$ cat src/rtl/dino_jump_ctrl.sv
// dino_jump_ctrl: vertical motion controller for the dino sprite.
// Converts a raw jump button into a per-frame ballistic trajectory and
// drives the sprite screen position. Motion only advances on frame_tick.
//
// state       | meaning
// ------------+----------------------------------------------
// ST_GROUNDED | on the ground, height = 0, vel = 0
// ST_AIRBORNE | in flight, height/vel integrate per frame
module dino_jump_ctrl #(
  parameter logic [9:0]  X_POS    = 10'd100,
  parameter logic [9:0]  GROUND_Y = 10'd400,
  parameter int unsigned JUMP_V   = 12,
  parameter int unsigned GRAVITY  = 1,
  parameter int unsigned MAX_FALL = 12
) (
  input  logic       clk,
  input  logic       reset,
  input  logic       frame_tick,
  input  logic       jump_btn,
  input  logic       freeze,
  output logic [9:0] x_desired,
  output logic [9:0] y_desired,
  output logic       airborne,
  output logic       landed
);

  typedef enum logic {
    ST_GROUNDED = 1'b0,
    ST_AIRBORNE = 1'b1
  } state_t;

  localparam logic signed [7:0] LP_JUMP_V  = 8'(JUMP_V);
  localparam logic signed [8:0] LP_GRAVITY = 9'(GRAVITY);
  localparam logic signed [8:0] LP_MIN_VEL = -(9'(MAX_FALL));

  state_t             r_state;
  state_t             w_state_nxt;
  logic        [9:0]  r_height;
  logic        [9:0]  w_height_nxt;
  logic signed [7:0]  r_vel;
  logic signed [7:0]  w_vel_nxt;
  logic               r_landed;
  logic               w_landed_nxt;
  logic        [9:0]  r_y;

  logic               r_sync1;
  logic               r_sync2;
  logic               r_sync_d;
  logic               r_pending;
  logic               w_jump_edge;
  logic               w_tick;

  logic signed [10:0] w_sum;
  logic signed [8:0]  w_vel_dec;
  logic signed [8:0]  w_vel_fall;

  assign w_jump_edge = r_sync2 & ~r_sync_d;
  assign w_tick      = frame_tick & ~freeze;

  // height + vel in 11-bit signed so a downward step below ground is visible
  assign w_sum      = $signed({1'b0, r_height}) + $signed({{3{r_vel[7]}}, r_vel});
  assign w_vel_dec  = $signed({r_vel[7], r_vel}) - LP_GRAVITY;
  assign w_vel_fall = (w_vel_dec < LP_MIN_VEL) ? LP_MIN_VEL : w_vel_dec;

  // Button synchronizer and rising-edge delay register
  always_ff @(posedge clk) begin
    if (reset) begin
      r_sync1  <= 1'b0;
      r_sync2  <= 1'b0;
      r_sync_d <= 1'b0;
    end else begin
      r_sync1  <= jump_btn;
      r_sync2  <= r_sync1;
      r_sync_d <= r_sync2;
    end
  end

  // Jump request flag: a tick consumes/discards it, but an edge arriving on
  // the tick cycle itself survives for the following tick
  always_ff @(posedge clk) begin
    if (reset) begin
      r_pending <= 1'b0;
    end else if (freeze) begin
      r_pending <= 1'b0;
    end else if (frame_tick) begin
      r_pending <= w_jump_edge;
    end else if (w_jump_edge) begin
      r_pending <= 1'b1;
    end
  end

  // State register with motion datapath and registered screen row
  always_ff @(posedge clk) begin
    if (reset) begin
      r_state  <= ST_GROUNDED;
      r_height <= '0;
      r_vel    <= '0;
      r_landed <= 1'b0;
      r_y      <= GROUND_Y;
    end else begin
      r_state  <= w_state_nxt;
      r_height <= w_height_nxt;
      r_vel    <= w_vel_nxt;
      r_landed <= w_landed_nxt;
      r_y      <= GROUND_Y - r_height;
    end
  end

  // Next-state and motion update, evaluated only on an unfrozen tick
  always_comb begin
    w_state_nxt  = r_state;
    w_height_nxt = r_height;
    w_vel_nxt    = r_vel;
    w_landed_nxt = 1'b0;
    if (w_tick) begin
      if (r_state == ST_GROUNDED) begin
        if (r_pending) begin
          w_state_nxt  = ST_AIRBORNE;
          w_vel_nxt    = LP_JUMP_V;
          w_height_nxt = '0;
        end
      end else begin
        if (w_sum <= 11'sd0) begin
          w_state_nxt  = ST_GROUNDED;
          w_height_nxt = '0;
          w_vel_nxt    = '0;
          w_landed_nxt = 1'b1;
        end else begin
          w_height_nxt = w_sum[9:0];
          w_vel_nxt    = w_vel_fall[7:0];
        end
      end
    end
  end

  // Outputs decoded from state and registers
  always_comb begin
    airborne  = (r_state == ST_AIRBORNE);
    landed    = r_landed;
    x_desired = X_POS;
    y_desired = r_y;
  end

endmodule

$ cat config.mk
export PLATFORM = sky130hd
export DESIGN_NAME = dino_jump_ctrl
export DESIGN_NICKNAME = d
export VERILOG_FILES = /design/src/rtl/dino_jump_ctrl.sv
export SDC_FILE = /design/constraint.sdc
export NUM_CORES = 1
export LEC_CHECK = 0
export ABC_AREA = 1
export BUFFER_PORTS_ARGS = -buffer_cell sky130_fd_sc_hd__buf_2
export CORE_MARGIN = 10
export CORE_UTILIZATION = 38
export CTS_CLUSTER_DIAMETER = 80
export DETAILED_ROUTE_END_ITERATION = 12
export HOLD_SLACK_MARGIN = 0.08
export PLACE_DENSITY = 0.54
export SYNTH_ARGS = -nofsm -noshare
export SYNTH_HDL_FRONTEND = slang
export SYNTH_SLANG_ARGS = --single-unit
$ cat constraint.sdc
create_clock -name clk -period 3.1 [get_ports clk]
set_clock_uncertainty 0.15 [all_clocks]
set_input_delay 0.465 -clock clk [delete_from_list [all_inputs] [get_ports clk]]
set_output_delay 0.465 -clock clk [all_outputs]
set_load 0.005 [all_outputs]
======== Word level (Yosys, flattened, before mapping) ========
Index checks and enable logic that the tools add are counted.
operators by class
  order comparisons ....................... 2
  muxes and demuxes ....................... 13
  add/subtract/negate cells ............... 3
  reductions and logical operators ........ 5
  bitwise operators ....................... 6
operators with widths
  cell                                                              count
  2-to-1 mux 8 bit                                                  4
  2-to-1 mux 10 bit                                                 3
  adder 11 x 8 -> 11 bit                                            1
  less-or-equal comparator 11 x 1 -> 1 bit (second input constant)  1
  subtractor 9 x 10 -> 10 bit (first input constant)                1
  < comparator 9 x 5 -> 1 bit (second input constant)               1
  subtractor 8 x 2 -> 9 bit (second input constant)                 1
  2-to-1 mux 1 bit                                                  6
  inverter 1 bit                                                    4
  nonzero test 2 bit                                                2
  OR reduction 3 bit                                                1
  bitwise AND 1 bit                                                 2
  AND reduction 2 bit                                               1
  OR reduction 2 bit                                                1
word-level totals
  flip-flop bits (word level) ............. 34
  bits of input ports ..................... 5
  logic and storage cells ................. 38
  output and inout port bits .............. 22

======== Depth between registers and ports, before layout ========
Gate-level depths: netlist (run 1).
  depth in word-level cells ............... 5
  mapped depth ............................ 18
  depth with buffers taken out ............ 17

======== Worst setup path before layout (run 1) ========
Ideal clock, no wire load.
  path kind ............................... flip-flop to flip-flop
  from .................................... register r_vel[0]
  to ...................................... register r_vel[7]
  period minus slack after synthesis ...... 2.300 ns
  data required time ...................... 2.814 ns
  setup time .............................. 0.136 ns
  path buffers ............................ 1
  stages on the path, launching flop included .. 19
  data arrival time ....................... 2.013 ns
  path slack .............................. 0.800 ns
  cells stage by stage .................... dfxtp_1 > ha_1 > inv_1 > fa_1 > inv_1 > nand2_1 > nand2_1 > nand3_1 > nand2_1 > nand2_1 > nand2_1 > nand2_1 > nor2_2 > nand3_2 > nand2_4 > nor2_8 > buf_12 > nand2_4 > a21oi_2
on the way
  longest elaborated chain between the ends .. 5
  elaborated cells between the ends (all ways) .. 7
  those cells by class .................... 2 x add/sub; 2 x order compare; 3 x mux
RTL lines
  item                         RTL line  text
  from (decl)                  40        logic signed [7:0] r_vel;
  from (signal assigned)       103       r_vel <= w_vel_nxt;
  subtractor 8 x 2 -> 9 bit    62        assign w_vel_dec = $signed({r_vel[7], r_vel}) - LP_GRAVITY;
  < comparator 9 x 5 -> 1 bit  63        assign w_vel_fall = (w_vel_dec < LP_MIN_VEL) ? LP_MIN_VEL : w_vel_dec;
  2-to-1 mux 8 bit             63
  2-to-1 mux 8 bit (*)         123       if (w_sum <= 11'sd0) begin
  2-to-1 mux 8 bit (*)         116       if (r_state == ST_GROUNDED) begin
Mark *: on every way between the ends. The rest lies on a longest branch, timed or not.
A chain may end at the register's enable or synchronous reset.

======== Worst setup path in the final report (run 1) ========
  from .................................... register r_vel[0]
  to ...................................... register r_vel[0]
The elaborated chain is that of the path after synthesis.

==> results.json, run 1 <==
{
  "combPwrFrac_pct": 4.1,
  "syn_area_mm2": 0.002297,
  "ir_worst_vdd_uv": 241.8,
  "worst_slack_ps": 547.8,
  "yosys.area_share.simple_pct": 37.25,
  "ys.flop_type": "dfxtp_1",
  "maxCapViolCount": 0,
  "endpoint_kind": "flip-flop",
  "hold_class": "input pin to flip-flop",
  "rows": 28,
  "arrival_ps": 2620,
  "yosysWarnings": 0,
  "grt_pass1_wl_um": 8618,
  "initialDrtViolationCount": 75,
  "synth_area_per_cell_um2": 6.817,
  "rsz0062_at_grt": "no",
  "insertion_delay_ps": 290,
  "tritoncts.num_buffers": 5,
  "place_hpwl_um": 4005,
  "synth_edf_count": 0,
  "antenna_cells": 0,
  "gr-total-overflow": 0,
  "p_int_mw": 0.7715,
  "post_cts_resized": 0,
  "dieArea_mm2": 0.009555,
  "synth_cell_types": 36,
  "required_ps": 3170,
  "crit_path_start_kind": "flip-flop",
  "setup_viol": 0,
  "cts_tree": "built",
  "synth_seq_cells": 34,
  "leakagePower_nw": 1.365,
  "synthAdderAreaFrac_pct": 7.407,
  "die_x_um": 97.75,
  "p_seq_share_pct": 45.3,
  "die_h_um": 97.75,
  "clkTransAtPathRegs_ps": 70,
  "ctsLongestPathBuffers": 2,
  "reg2reg_depth": 16,
  "routed_wl_um": 5064,
  "powerDensity_mw_per_mm2": 384.3,
  "cts.sinks": 34,
  "grt_util_all_layers_pct": 10.57,
  "cp_max_fo": 14,
  "synth_xor_area_share_pct": 1.525,
  "finalHoldViolations": 0,
  "wl_per_cell_um": 11.80,
  "antenna_found_initial": 0,
  "grt_pass1_vias": 1841,
  "cts_setup_buffers": 0,
  "p_sw_share_pct": 20.60,
  "cts_root_buf": "clkbuf_8",
  "clkPwrFrac_pct": 50.6,
  "worstMarginPinSlew_ps": 585.5,
  "n_fill_cell": 624,
  "period_minus_slack_ps": 2552,
  "ant_nets": 0,
  "p_total_mw": 0.9718,
  "drc_errors": 0,
  "fmax_mhz": 391.8,
  "ctsHoldBuffers": 0,
  "syn_inst": 337,
  "seq_area_frac_synth_pct": 29.63,
  "timing.setup.tns_ps": 0,
  "firstDrtPassIters": 4,
  "whs_path_depth": 2,
  "viasPerCell": 4.550,
  "drv_slew": 0,
  "nNetsFinal": 371,
  "numPortBuffers": 16,
  "pin_count": 27,
  "vias": 1952,
  "synth_top_family_by_area": "simple AND/OR/NAND/NOR gates",
  "core_mm2": 0.005886,
  "slew_headroom_pct": 60.97,
  "grt_max_degree": 27,
  "muxShareOfSynthArea_pct": 0,
  "synth_compound_area_share_pct": 10.24,
  "syn2layout_area_growth_pct": 10.08,
  "critPathKind": "flip-flop to flip-flop",
  "async_flop_share_pct": 0,
  "cts_max_level": 2,
  "gp_congestion": 0.8375,
  "period_share_pct": 82.33,
  "post-route-util_pct": 42.96,
  "status": "finished, final reports clean",
  "drive_above_1_share_pct": 15.82,
  "place_ws_ps": 566.9,
  "start_util_pct": 39.03,
  "p_switching_mw": 0.2002
}
[layer usage]
metal | part of all wire (%) | routed length (um) | GRT usage, % | up-vias
li1 | - | - | - | 1067
met1 | 48 | 2425 | 13.75 | 844
met2 | 45 | 2261 | 16.35 | 34
met3 | 5.0 | 251 | 2.467 | 7
met4 | 2.5 | 127 | 4.474 | 0
met5 | 0 | 0 | 0 | -
[state kept, by name, indices dropped and copies added, names as in the netlist]
name       flops
r_sync1        1
r_vel          8
y_desired     10
landed         1
r_sync2        1
r_height      10
r_sync_d       1
r_pending      1
airborne       1
[worst max-delay path, stage by stage, from the launching register on]
cell      delay [ps]
dfxtp_1          380
ha_1             190
inv_1             60
fa_1             380
inv_1            120
nand2_1           60
nand2_1           90
nand3_1           90
nand3b_1          90
nand2_1           70
nand2_1           70
nor2_2            40
nand3_2           70
nand2_4           70
nor2_8           340
nand2_1          100
a21oi_1          130
[layout make-up]
class	count	area, um^2	area share, %
multi-input combinational	242	1334	52.75
sequential	34	680.7	26.92
inverter	54	202.7	8.016
tap	75	93.84	3.711
timing repair buffer	16	80.08	3.167
clock buffer	5	68.82	2.721
clock inverter	3	68.82	2.721
[placed cells by master, fill, tap and decap left out]
cell,Yosys,final
o22ai_1,1,1
nor2_8,1,1
inv_1,50,50
clkbuf_8,0,5
conb_1,2,10
or2_2,1,1
nor3_1,5,5
a21oi_1,18,18
nand3_2,2,2
bufinv_16,0,2
buf_2,0,16
a31oi_1,1,1
nor2_1,29,29
inv_2,2,2
or2_0,1,1
xnor2_1,1,1
nor2_2,1,1
clkinv_1,2,2
nand3b_1,2,2
nand2_2,3,3
nand2_4,10,10
xor2_1,3,3
a21oi_2,10,10
nand4_1,4,4
nand3_1,27,27
fa_1,1,1
clkinv_4,0,1
o21bai_1,1,1
a21o_1,1,1
nand2_1,88,88
ha_1,12,12
nor3b_1,1,1
dfxtp_1,34,34
or2_4,1,1
nor3_2,1,1
o21ai_1,1,1
o21ai_0,5,5
[path summary, 6_finish.rpt]
kind	from	to	slack, ps
min reg2reg	r_sync1	r_sync2	260
min	freeze	r_pending	200
max	r_vel[0]	r_vel[0]	550
max reg2reg	r_vel[0]	r_vel[0]	550
[per-stage QoR]
| step | area [um^2] | std cells | hold slack (ps) |
|---|---|---|---|
| 2_1_floorplan | 2327 | 345 | 238.3 |
| 3_3_place_gp | 2391 | 421 | 241.0 |
| 3_5_place_dp | 2391 | 421 | 245.4 |
| 4_1_cts | 2529 | 429 | 187.4 |
| 5_1_grt | 2529 | 429 | 207.1 |
| 6_report | 2529 | 429 | 198.6 |
[power by group through the flow]
| stage | clock network [mW] | logic [mW] | registers, mW |
|---|---|---|---|
| finish | 0.492 | 0.0396 | 0.440 |
| detailed placement | 0 | 0.0394 | 0.450 |
| global route | 0.521 | 0.0461 | 0.440 |
| floorplan | 0 | 0.0393 | 0.450 |
| global placement | 0 | 0.0393 | 0.450 |
| CTS | 0.503 | 0.0395 | 0.440 |
[cell usage after synthesis (5+ instances only)]
cell type,number,area share [%]
a21oi_1,18,3.9
a21oi_2,10,3.8
buf_4,10,3.3
dfxtp_1,34,30
ha_1,12,6.5
inv_1,50,8.2
nand2_1,88,14
nand2_4,10,4.9
nand3_1,27,5.9
nor2_1,29,4.7
nor3_1,5,1.1
o21ai_0,5,1.1
[cell families after synthesis]
logic type      after synthesis
compound gates               38
xor+xnor                      4
fa+ha+maj                    13
buf+inv                      69
flops                        34
other cells                   2
simple gates                177
Power figures use the tool's default switching activity.
==> inputs of run 2 (changes only) <==
Settings changed: ABC_AREA 1 to 0.
Clock period 3.1 ns to 2.6 ns, I/O delays scaled along.
==> run 2 against run 1 <==
Critical path depth fell by 7. Largest cell class unchanged. Clock power decreased by 16%. Critical endpoint is now r_vel[3]. Utilization is 10 points higher. Sequential cell count unchanged. Final cell count decreased by 7.0%. Non-clock buffer count is 49 higher. Global-route usage grew 2.7 points. Wire length increased by 17%. Power rose by 0.19%. Largest power group is now registers. Worst setup slack worse by 550 ps. Die area shrank 4.4%.
==> results.json, run 2 <==
{
  "tritoncts.num_buffers": 5,
  "start_util_pct": 39.18,
  "antenna_found_initial": 0,
  "vias": 2074,
  "cts_max_level": 2,
  "yosys-top-cells-count": "dfxtp_1 (34), nand2_1 (22), nor2_1 (22), inv_1 (15), ha_1 (12)",
  "seq_area_frac_synth_pct": 31.35,
  "ir_worst_vdd_uv": 197.5,
  "critPathKind": "flip-flop to flip-flop",
  "required_ps": 2630,
  "die_h_um": 95.58,
  "core_mm2": 0.005540,
  "path_buf_inv": 2,
  "dieArea_mm2": 0.009136,
  "wl_per_cell_um": 14.80,
  "grt_pass1_wl_um": 9749,
  "use_met2_pct": 20.88,
  "die_x_um": 95.58,
  "yosys.area.top_type": "dfxtp_1",
  "setup_viol": 0,
  "slowest_delay_ps": 490,
  "antenna_cells": 0,
  "powerDensity_mw_per_mm2": 330.4,
  "cts_tree": "built",
  "synth.top_cell.area_share_pct": 31.35,
  "worstMarginPinSlew_ps": 927.4,
  "rows": 27,
  "critPathTopFamily": "simple AND/OR/NAND/NOR gates",
  "ys.flop_type": "dfxtp_1",
  "drv_slew": 0,
  "pin_count": 27,
  "drc_errors": 0,
  "worst_slack_ps": 2.493,
  "arrival_ps": 2630,
  "insertion_delay_ps": 290,
  "final_common_cell": "buf_4",
  "cts_root_buf": "clkbuf_8",
  "fmax_mhz": 385.0,
  "critPathSlowestCell": "or4_4",
  "status": "finished, final reports clean",
  "cp_cell_sequence": "buf_4 -> inv_4 -> ha_4 -> or4b_4 -> or4_4 -> o211a_4 -> a31oi_1 -> o31a_1 -> o21ai_1",
  "syn_area_mm2": 0.002171,
  "routed_wl_um": 5906,
  "drive_above_1_share_pct": 38.84,
  "p_total_mw": 0.9736,
  "layout_common_cells": "buf_4 (46), dfxtp_1 (26), nor2_1 (22), nand2_1 (21), buf_2 (16)",
  "ant_nets": 0,
  "endpoint_kind": "flip-flop",
  "synth_area_leaders": "dfxtp_1 (31%), ha_1 (6.9%), buf_4 (3.8%)",
  "grt_max_degree": 24,
  "gp_congestion": 0.8316,
  "leakagePower_nw": 1.300,
  "syn_inst": 263,
  "firstDrtPassIters": 4,
  "rsz0062_at_grt": "yes",
  "hold_class": "input pin to flip-flop",
  "yosysWarnings": 0,
  "crit_path_start_kind": "flip-flop",
  "synth_area_per_cell_um2": 8.254,
  "place_ws_ps": -38.53,
  "place_hpwl_um": 4485,
  "nNetsFinal": 344,
  "top_usage_layer": "met2",
  "clkTransAtPathRegs_ps": 80,
  "period_share_pct": 99.90,
  "finalHoldViolations": 0,
  "async_flop_share_pct": 0,
  "ctsHoldBuffers": 0,
  "synth_cell_types": 56,
  "slew_headroom_pct": 37.95,
  "grt_pass1_vias": 1968,
  "numPortBuffers": 16,
  "cts.sinks": 34,
  "initialDrtViolationCount": 130,
  "gr-total-overflow": 0,
  "gr-usage-met1_pct": 17.54,
  "synth_seq_cells": 34,
  "synth_edf_count": 0,
  "syn2layout_area_growth_pct": 35.74,
  "grt_use_met3_pct": 2.514,
  "ctsLongestPathBuffers": 2,
  "yosysMostFrequentCell": "dfxtp_1",
  "viasPerCell": 5.198,
  "cp_max_fo": 7,
  "grt_util_all_layers_pct": 13.29,
  "period_minus_slack_ps": 2598,
  "maxCapViolCount": 0
}
run 2: cell count changes after synthesis, sizes merged, moves of 6 or more:
cell    before  now
nand2      101   22
inv         52   15
nand3       29    6
a21oi       28    9
o21ai        6   19
nor2        31   22
a211oi       0    6
and3         0    6
o211ai       0    6
run 2: cell families after synthesis:
logic type,after synthesis,share of synthesized area [%]
flip-flops,34,31.35
buffers and inverters,32,7.838
adder cells (fa/ha/maj),13,7.838
multiplexers,2,0.9222
AO/OA/AOI/OAI,74,24.38
other,2,0.3460
XOR/XNOR,11,4.438
AND/OR/NAND/NOR,95,22.88
run 2: power breakdown:
part | switching (mW) | internal (mW) | total, mW
combinational | 0.0259 | 0.0130 | 0.0390
clock | 0.199 | 0.213 | 0.412
sequential | 0.00169 | 0.521 | 0.523
total | 0.227 | 0.747 | 0.974
run 2: through the flow:
| step | cell area [um^2] | hold WS (ps) | util, % | setup TNS (ps) | cells |
|---|---|---|---|---|---|
| finish | 2947 | 153.5 | 53.18 | 0 | 399 |
| global route | 2947 | 172.3 | 53.18 | -1098 | 399 |
| CTS | 2716 | 158.3 | 49.03 | -7.027 | 393 |
| detailed placement | 2610 | 312.8 | 47.11 | -195.0 | 385 |
| global placement | 2610 | 314.4 | 47.11 | -541.5 | 385 |
| floorplan | 2231 | 263.8 | - | 0 | 271 |
run 2: area by class of cell:
class                           count  area [um^2]
Clock buffer                        6        82.58
Clock inverter                      2        12.51
Fill cell                         539         2594
Inverter                           15        58.81
Multi-Input combinational cell    205         1548
Sequential cell                    34        695.7
Tap cell                           72        90.09
Timing Repair Buffer               65        459.2
run 2: routing by layer:
layer | part of all wire, % | vias to the layer above
li1 | - | 1063
met1 | 46 | 964
met2 | 48 | 42
met3 | 4.7 | 5
met4 | 1.4 | 0
met5 | 0 | -
run 2: worst paths after layout:
kind | startpoint | end | slack, ps | cells after the start
worst max-delay path | r_vel[0] | r_vel[3] | 2 | 9
worst min-delay path | freeze | r_pending | 150 | 2
worst max register to register | r_vel[0] | r_vel[3] | 2 | 9
worst min register to register | r_sync1 | r_sync2 | 320 | 1
run 2: timing repair:
item,4_1_cts,5_1_grt
buffers inserted,0,6
setup endpoints to repair,18,19
gates cloned,0,0
pin swaps,4,20
hold endpoints to repair,0,0
gates resized for setup,5,45
